==> config.mk <==
export PLATFORM = sky130hd
export DESIGN_NAME = unidade_controle
export DESIGN_NICKNAME = d
export VERILOG_FILES = /design/src/rtl/unidade_controle_pkg.sv /design/src/rtl/decodificador_instrucao.sv /design/src/rtl/unidade_controle.sv
export SDC_FILE = /design/constraint.sdc
export NUM_CORES = 1
export LEC_CHECK = 0
export ABC_AREA = 0
export CORE_MARGIN = 2
export CORE_UTILIZATION = 50
export DETAILED_ROUTE_END_ITERATION = 8
export PLACE_DENSITY = 0.83
export SYNTH_ARGS = -nofsm -noshare
export SYNTH_HDL_FRONTEND = slang
export SYNTH_SLANG_ARGS = --single-unit
==> constraint.sdc <==
create_clock -name clk -period 3.3 [get_ports clk]
set_input_delay 0.33 -clock clk [delete_from_list [all_inputs] [get_ports clk]]
set_output_delay 0.33 -clock clk [all_outputs]
set_load 0.005 [all_outputs]
==> src/rtl/unidade_controle_pkg.sv <==
// ---------------------------------------------------------------------------
// unidade_controle_pkg
// Shared definitions for the control unit:
//   - 4-bit opcode constants (instruction bits [7:4])
//   - FSM state encoding (also driven out on estado_out)
//   - alu_op and sel_fonte_a encodings
// Optional feature macro used by the top: UNIDADE_CONTROLE_PASSO_EN
// ---------------------------------------------------------------------------
package unidade_controle_pkg;

  // Opcodes
  localparam logic [3:0] OP_ADD = 4'b0000;
  localparam logic [3:0] OP_SUB = 4'b0001;
  localparam logic [3:0] OP_LDA = 4'b0010;
  localparam logic [3:0] OP_STA = 4'b0011;
  localparam logic [3:0] OP_LDB = 4'b0100;
  localparam logic [3:0] OP_STB = 4'b0101;
  localparam logic [3:0] OP_LDC = 4'b0110;
  localparam logic [3:0] OP_JMP = 4'b0111;
  localparam logic [3:0] OP_AND = 4'b1000;
  localparam logic [3:0] OP_OR  = 4'b1001;
  localparam logic [3:0] OP_BEQ = 4'b1010;

  // FSM states
  typedef enum logic [1:0] {
    BUSCA      = 2'b00,
    DECODIFICA = 2'b01,
    EXECUTA    = 2'b10,
    ESPERA_MEM = 2'b11
  } estado_t;

  // ALU operation
  typedef enum logic [1:0] {
    ALU_ADD = 2'b00,
    ALU_SUB = 2'b01,
    ALU_AND = 2'b10,
    ALU_OR  = 2'b11
  } alu_op_t;

  // A-register source
  typedef enum logic [1:0] {
    FONTE_ALU  = 2'b00,
    FONTE_MEM  = 2'b01,
    FONTE_IMED = 2'b10
  } fonte_a_t;

  // Everything above BEQ is undefined and runs as a NOP.
  function automatic logic opcode_invalido_f(input logic [3:0] op);
    return op > OP_BEQ;
  endfunction

endpackage

==> src/rtl/decodificador_instrucao.sv <==
// ---------------------------------------------------------------------------
// decodificador_instrucao
// Purely combinational opcode-to-control mapping.
// Ports:
//   opcode_i        in  4  instruction opcode
//   carrega_a_o     out 1  A load strobe for the EXECUTA cycle
//   mem_escreve_o   out 1  memory write strobe for the EXECUTA cycle
//   sel_dado_mem_o  out 1  write-data source (0 = A, 1 = B)
//   alu_op_o        out 2  ALU operation for ALU instructions
//   sel_fonte_a_o   out 2  A source for the EXECUTA cycle
//   le_memoria_o    out 1  LDA/LDB: needs the ESPERA_MEM cycle
//   destino_b_o     out 1  memory read goes to B (LDB) rather than A (LDA)
//   salto_jmp_o     out 1  conditional JMP
//   salto_beq_o     out 1  conditional BEQ
//   invalido_o      out 1  undefined opcode
// ---------------------------------------------------------------------------
module decodificador_instrucao
  import unidade_controle_pkg::*;
(
  input  logic [3:0] opcode_i,
  output logic       carrega_a_o,
  output logic       mem_escreve_o,
  output logic       sel_dado_mem_o,
  output logic [1:0] alu_op_o,
  output logic [1:0] sel_fonte_a_o,
  output logic       le_memoria_o,
  output logic       destino_b_o,
  output logic       salto_jmp_o,
  output logic       salto_beq_o,
  output logic       invalido_o
);

  always_comb begin
    carrega_a_o    = 1'b0;
    mem_escreve_o  = 1'b0;
    sel_dado_mem_o = 1'b0;
    alu_op_o       = ALU_ADD;
    sel_fonte_a_o  = FONTE_ALU;
    le_memoria_o   = 1'b0;
    destino_b_o    = 1'b0;
    salto_jmp_o    = 1'b0;
    salto_beq_o    = 1'b0;
    invalido_o     = opcode_invalido_f(opcode_i);
    case (opcode_i)
      OP_ADD: begin carrega_a_o = 1'b1; alu_op_o = ALU_ADD; end
      OP_SUB: begin carrega_a_o = 1'b1; alu_op_o = ALU_SUB; end
      OP_AND: begin carrega_a_o = 1'b1; alu_op_o = ALU_AND; end
      OP_OR:  begin carrega_a_o = 1'b1; alu_op_o = ALU_OR;  end
      OP_LDC: begin carrega_a_o = 1'b1; sel_fonte_a_o = FONTE_IMED; end
      OP_STA: begin mem_escreve_o = 1'b1; sel_dado_mem_o = 1'b0; end
      OP_STB: begin mem_escreve_o = 1'b1; sel_dado_mem_o = 1'b1; end
      OP_LDA: begin le_memoria_o = 1'b1; end
      OP_LDB: begin le_memoria_o = 1'b1; destino_b_o = 1'b1; end
      OP_JMP: salto_jmp_o = 1'b1;
      OP_BEQ: salto_beq_o = 1'b1;
      default: ;
    endcase
  end

endmodule

==> src/rtl/unidade_controle.sv <==
// ---------------------------------------------------------------------------
// unidade_controle
// Multi-cycle control unit: BUSCA -> DECODIFICA -> EXECUTA [-> ESPERA_MEM].
// All outputs are registered; the strobes are computed on the edge that
// enters the state in which they must be visible.
// Optional feature: define UNIDADE_CONTROLE_PASSO_EN to add the 'passo'
// input; BUSCA then waits until passo=1 is sampled (single-step debug).
// Ports:
//   clk, reset            clock / synchronous active-high reset
//   passo                 (optional) single-step advance from BUSCA
//   instrucao_in[7:0]     ROM word: [7:4] opcode, [3:0] operand
//   a_zero, b_zero, a_igual_b  datapath flags, sampled in EXECUTA
//   pc_out[7:0]           program counter / ROM address
//   alu_op[1:0], sel_fonte_a[1:0], carrega_a, carrega_b,
//   mem_escreve, mem_endereco[3:0], sel_dado_mem   datapath control
//   estado_out[1:0]       current FSM state
//   opcode_invalido       sticky undefined-opcode flag
// Parameters: PC_ULTIMO (last address before wrap), PC_RESET.
// ---------------------------------------------------------------------------
module unidade_controle
  import unidade_controle_pkg::*;
#(
  parameter int PC_ULTIMO = 15,
  parameter int PC_RESET  = 0
) (
  input  logic       clk,
  input  logic       reset,
`ifdef UNIDADE_CONTROLE_PASSO_EN
  input  logic       passo,
`endif
  input  logic [7:0] instrucao_in,
  input  logic       a_zero,
  input  logic       b_zero,
  input  logic       a_igual_b,
  output logic [7:0] pc_out,
  output logic [1:0] alu_op,
  output logic [1:0] sel_fonte_a,
  output logic       carrega_a,
  output logic       carrega_b,
  output logic       mem_escreve,
  output logic [3:0] mem_endereco,
  output logic       sel_dado_mem,
  output logic [1:0] estado_out,
  output logic       opcode_invalido
);

  localparam logic [7:0] PC_ULTIMO_L = 8'(PC_ULTIMO);
  localparam logic [7:0] PC_RESET_L  = 8'(PC_RESET);

  estado_t    estado_q;
  logic [7:0] pc_q;
  logic [7:0] ir_q;
  logic       carrega_a_q;
  logic       carrega_b_q;
  logic       mem_escreve_q;
  logic [1:0] alu_op_q;
  logic [1:0] sel_fonte_a_q;
  logic       sel_dado_mem_q;
  logic       invalido_q;

  // Decoder input: while in DECODIFICA the IR is being loaded this very
  // edge, so decode the ROM word directly to have the EXECUTA strobes
  // registered in time; afterwards decode the held IR.
  logic [3:0] opcode_dec_d;
  assign opcode_dec_d = (estado_q == DECODIFICA) ? instrucao_in[7:4] : ir_q[7:4];

  logic       dec_carrega_a;
  logic       dec_mem_escreve;
  logic       dec_sel_dado_mem;
  logic [1:0] dec_alu_op;
  logic [1:0] dec_sel_fonte_a;
  logic       dec_le_memoria;
  logic       dec_destino_b;
  logic       dec_salto_jmp;
  logic       dec_salto_beq;
  logic       dec_invalido;

  decodificador_instrucao u_dec (
    .opcode_i       (opcode_dec_d),
    .carrega_a_o    (dec_carrega_a),
    .mem_escreve_o  (dec_mem_escreve),
    .sel_dado_mem_o (dec_sel_dado_mem),
    .alu_op_o       (dec_alu_op),
    .sel_fonte_a_o  (dec_sel_fonte_a),
    .le_memoria_o   (dec_le_memoria),
    .destino_b_o    (dec_destino_b),
    .salto_jmp_o    (dec_salto_jmp),
    .salto_beq_o    (dec_salto_beq),
    .invalido_o     (dec_invalido)
  );

  logic avanca_busca_d;
`ifdef UNIDADE_CONTROLE_PASSO_EN
  assign avanca_busca_d = passo;
`else
  assign avanca_busca_d = 1'b1;
`endif

  // A PC at or above PC_ULTIMO (e.g. after an out-of-range branch) wraps.
  logic [7:0] pc_inc_d;
  logic       salto_d;
  logic [7:0] pc_next_d;
  assign pc_inc_d  = (pc_q >= PC_ULTIMO_L) ? 8'd0 : pc_q + 8'd1;
  assign salto_d   = (dec_salto_jmp & a_zero & b_zero) | (dec_salto_beq & a_igual_b);
  assign pc_next_d = salto_d ? {4'b0000, ir_q[3:0]} : pc_inc_d;

  always_ff @(posedge clk) begin
    if (reset) begin
      estado_q       <= BUSCA;
      pc_q           <= PC_RESET_L;
      ir_q           <= 8'h00;
      carrega_a_q    <= 1'b0;
      carrega_b_q    <= 1'b0;
      mem_escreve_q  <= 1'b0;
      alu_op_q       <= ALU_ADD;
      sel_fonte_a_q  <= FONTE_ALU;
      sel_dado_mem_q <= 1'b0;
      invalido_q     <= 1'b0;
    end else begin
      // Strobes are single-cycle: default them off every edge.
      carrega_a_q    <= 1'b0;
      carrega_b_q    <= 1'b0;
      mem_escreve_q  <= 1'b0;
      alu_op_q       <= ALU_ADD;
      sel_fonte_a_q  <= FONTE_ALU;
      sel_dado_mem_q <= 1'b0;
      case (estado_q)
        BUSCA: begin
          if (avanca_busca_d) estado_q <= DECODIFICA;
        end
        DECODIFICA: begin
          ir_q           <= instrucao_in;
          estado_q       <= EXECUTA;
          carrega_a_q    <= dec_carrega_a;
          mem_escreve_q  <= dec_mem_escreve;
          alu_op_q       <= dec_alu_op;
          sel_fonte_a_q  <= dec_sel_fonte_a;
          sel_dado_mem_q <= dec_sel_dado_mem;
          invalido_q     <= invalido_q | dec_invalido;
        end
        EXECUTA: begin
          if (dec_le_memoria) begin
            estado_q      <= ESPERA_MEM;
            carrega_a_q   <= ~dec_destino_b;
            carrega_b_q   <= dec_destino_b;
            sel_fonte_a_q <= FONTE_MEM;
          end else begin
            estado_q <= BUSCA;
            pc_q     <= pc_next_d;
          end
        end
        ESPERA_MEM: begin
          estado_q <= BUSCA;
          pc_q     <= pc_inc_d;
        end
        default: estado_q <= BUSCA;
      endcase
    end
  end

  assign pc_out          = pc_q;
  assign alu_op          = alu_op_q;
  assign sel_fonte_a     = sel_fonte_a_q;
  assign carrega_a       = carrega_a_q;
  assign carrega_b       = carrega_b_q;
  assign mem_escreve     = mem_escreve_q;
  assign mem_endereco    = ir_q[3:0];
  assign sel_dado_mem    = sel_dado_mem_q;
  assign estado_out      = estado_q;
  assign opcode_invalido = invalido_q;

endmodule

==> results of run 1 <==
stage by stage:
| stage | utilization [%] | std cells | setup WS [ps] |
|---|---|---|---|
| 3_3_place_gp | 65.3 | 190 | 528 |
| 2_1_floorplan | - | 135 | 1080 |
| 5_1_grt | 66.4 | 194 | 176 |
| 6_report | 66.4 | 194 | 350 |
| 3_5_place_dp | 65.3 | 190 | 417 |
| 4_1_cts | 66.4 | 194 | 366 |
worst max-delay path, cell delays in order, from the launching register on:
cell and delay [ps]:
dfxtp_1 380, inv_1 90, ha_1 680, mux2i_4 420
or4b_4 520, a211oi_4 370, nand2_1 90, a311oi_1 280
flip-flops by register name (all words and copies together) (netlist names):
| name | count |
|---|---|
| mem_escreve | 1 |
| ir_q | 8 |
| pc_out | 8 |
| alu_op | 2 |
| opcode_invalido | 1 |
| carrega_a | 1 |
| sel_dado_mem | 1 |
| sel_fonte_a | 2 |
| carrega_b | 1 |
| estado_out | 2 |
power groups by stage:
| stage | combinational [uW] | sequential (uW) | clock [uW] |
|---|---|---|---|
| after floorplan | 88.0 | 360 | 0 |
| after global placement | 128 | 361 | 0 |
| after detailed placement | 134 | 362 | 0 |
| after CTS | 135 | 355 | 149 |
| after global routing | 148 | 357 | 161 |
| final | 134 | 355 | 151 |
metal layers:
metal | part of all wire, % | track usage (%)
met1 | 44 | 25.3
met2 | 48 | 34.9
met3 | 5.8 | 3.83
met4 | 1.7 | 10.4
met5 | 0 | 0
logic make-up (layout without fill, tap and decap cells):
family          count (synthesis)  in the layout
compound gates                 16             16
xor+xnor                        3              3
fa+ha+maj                       5              5
mux                            10             10
flops                          27             27
simple gates                   59             59
buf+inv                        15             44
Yosys cell counts, types with 2 or more instances:
master,number
clkbuf_1,4
inv_1,5
a311oi_1,3
dfxtp_1,27
mux2_2,2
buf_4,4
nand2b_1,3
nor4_1,4
xor2_1,2
nand3b_1,4
o21ai_0,3
ha_1,5
mux2i_1,6
a21oi_1,4
nand2_1,10
and2_1,4
nor2b_1,2
a31oi_1,2
nor2_1,21
final cells by class:
cell class | count | area share [%]
Tap cell | 30 | 2.32
Clock buffer | 3 | 1.39
Timing Repair Buffer | 35 | 21.7
Clock inverter | 1 | 0.310
Multi-Input combinational cell | 93 | 39.7
Inverter | 5 | 1.16
Sequential cell | 27 | 33.5
cell usage in the layout, fill, tap and decap left out, types with 2 or more instances in the layout:
cell	instances
a31oi_1	2
a311oi_1	3
inv_1	5
mux2_2	2
and2_1	4
nand2b_1	3
a21oi_1	4
mux2i_1	6
nor4_1	4
clkdlybuf4s50_1	35
nand3b_1	4
clkbuf_4	3
nor2_1	21
o21ai_0	3
nand2_1	10
ha_1	5
xor2_1	2
nor2b_1	2
dfxtp_1	27
path summary, 6_finish.rpt:
kind	from	end	slack, ps	cells past startpoint
setup / recovery	estado_out[1]	pc_out[1]	350	7
hold / removal	opcode_invalido	opcode_invalido	500	2
setup reg to reg	estado_out[1]	pc_out[1]	350	7
hold reg to reg	opcode_invalido	opcode_invalido	500	2
==> summary.md, run 1 <==
| Metric | Value |
|---|---|
| Clock sink count | `27` |
| Largest net degree at the start of global routing | `23` |
| DRC Markers | `0` |
| Final slew viol count | `0` |
| Comb pwr share | `21.0%` |
| Deepest clock path buffer count | `2` |
| DIE WIDTH | `about 54 um` |
| Initial antenna violation count | `0` |
| Area of the multi-input gates | `approximately 640 sq um` |
| Class of the most critical setup path | `flop to flop` |
| Outcome | `complete, no violations` |
| CTS tree | `built` |
| Vias/cell | `5.54` |
| Die ar. | `0.00294 sq mm` |
| Area share of the largest cell type after synthesis | `42.9%` |
| Final-layout fill cell count | `between 200 and 250` |
| Io pins | `36` |
| Mapped Area | `0.00126 sq mm` |
| Seq pwr share | `55.4%` |
| CTS Buf Count | `3` |
| Clock power share | `23.6%` |
| CP required | `3550 ps` |
| Nets@finish | `183` |
| Worst-Skew Late Latency | `340 ps` |
| NetSw | `185 uW` |
| Internal | `between 400 and 500 uW` |
| Period utilization | `about nine tenths` |
| Post-synth cell types | `39` |
| Tightest Pin Transition | `a little over 800 ps` |
| Area delta synth->final | `28.1%` |
| DR vias | `1075` |
| Switching Share | `28.8%` |
| Min Clock Period, post-route | `between 2000 and 3000 ps` |
| Global-route usage over all layers | `between 20% and 30%` |
| Async SR Flop Fraction | `0%` |
| Synth Instances | `135` |
| Initial Utilization | `51.9%` |
| GP Congestion | `0.751` |
| Layout cell share with drive strength beyond 1 | `6.71%` |
| Wire per inst | `14.2 um` |
| Synth Net Count | `153` |
| Post-CTS Hold Buffers | `0` |
| Synth top area cells | `dfxtp_1 (43%), nor2_1 (6.3%), ha_1 (5.0%)` |
| Reg area | `541 sq um` |
| Synth area leader | `dfxtp_1` |
| Adder-cell share of the synthesized area | `4.96%` |
| RSZ-0062 raised after global routing | `no` |
| Hold slack final | `501 ps` |
| Resized cells post-CTS | `0` |
| Drt pass-1 iters | `4` |
| Dominant synthesized flop cell | `dfxtp_1` |
| Fin area | `0.00162 sq mm` |
| Worst Path Max Fanout | `18` |
| Port bufs | `35` |
| Main combinational cell family by area after synthesis | `simple AND/OR/NAND/NOR gates` |
| Routed WL | `2760 um` |
| Vias in the first global route | `984` |
| Post-CTS Setup Inserts | `0` |
| Post-Synth XOR/XNOR Area | `2.08%` |
| Dpl hpwl | `1990 um` |
| Hold crit path type | `flop to flop` |
| Die height | `about 54 um` |
| CTS root buffer | `clkbuf_4` |
| Synthesized flop and latch total | `27` |
| CORE AREA | `~0.0024 sq mm` |
| H-tree depth | `1` |
| Max Fclk | `339 MHz` |
| Synth Area in Simple Gates | `24.8%` |
| Initial drt markers | `18` |
| Dpl cell area | `0.00159 sq mm` |
| Worst vdd rail ir drop | `around 230 uV` |
| Syn_area_per_cell | `9.34 sq um` |
| Remaining antenna violation count after routing | `0` |
| GRT overflow | `0` |
| # setup viols final | `0` |
| EDFF count, synth | `0` |
| Crit end category | `flop` |
| Leakage | `a little over 0.0006 uW` |
| CP arrival | `about 3200 ps` |
| Endpoints failing hold | `0` |
| Setup_tns | `0 ps` |
| Clock skew | `7.96 ps` |
| First-pass GRT wire length | `approximately 4300 um` |
| Compound-Gate Fraction of Synth Area | `9.52%` |
| Ant diodes | `0` |
| Max-Cap Viols | `0` |
| Synth Warn # | `0` |
| # rows | `18` |
| Startpoint types | `flop` |
| Reg clk slew, reported paths | `160 ps` |
| Post-synthesis mux area share | `9.42%` |
| Power, Total | `640 uW` |
| Worst rel slew slack | `45.8%` |
| Power per cell area | `a little under 400 mW/mm^2` |
| Sequential element share of the synthesized area | `42.9%` |
(Power assumes the default switching activity.)
==> run 2: changes to the inputs <==
CTS_CLUSTER_DIAMETER = 30   (was default)
==> results of run 2 <==
Same layout as run 1: the final DEF is identical, and so are final timing and power.
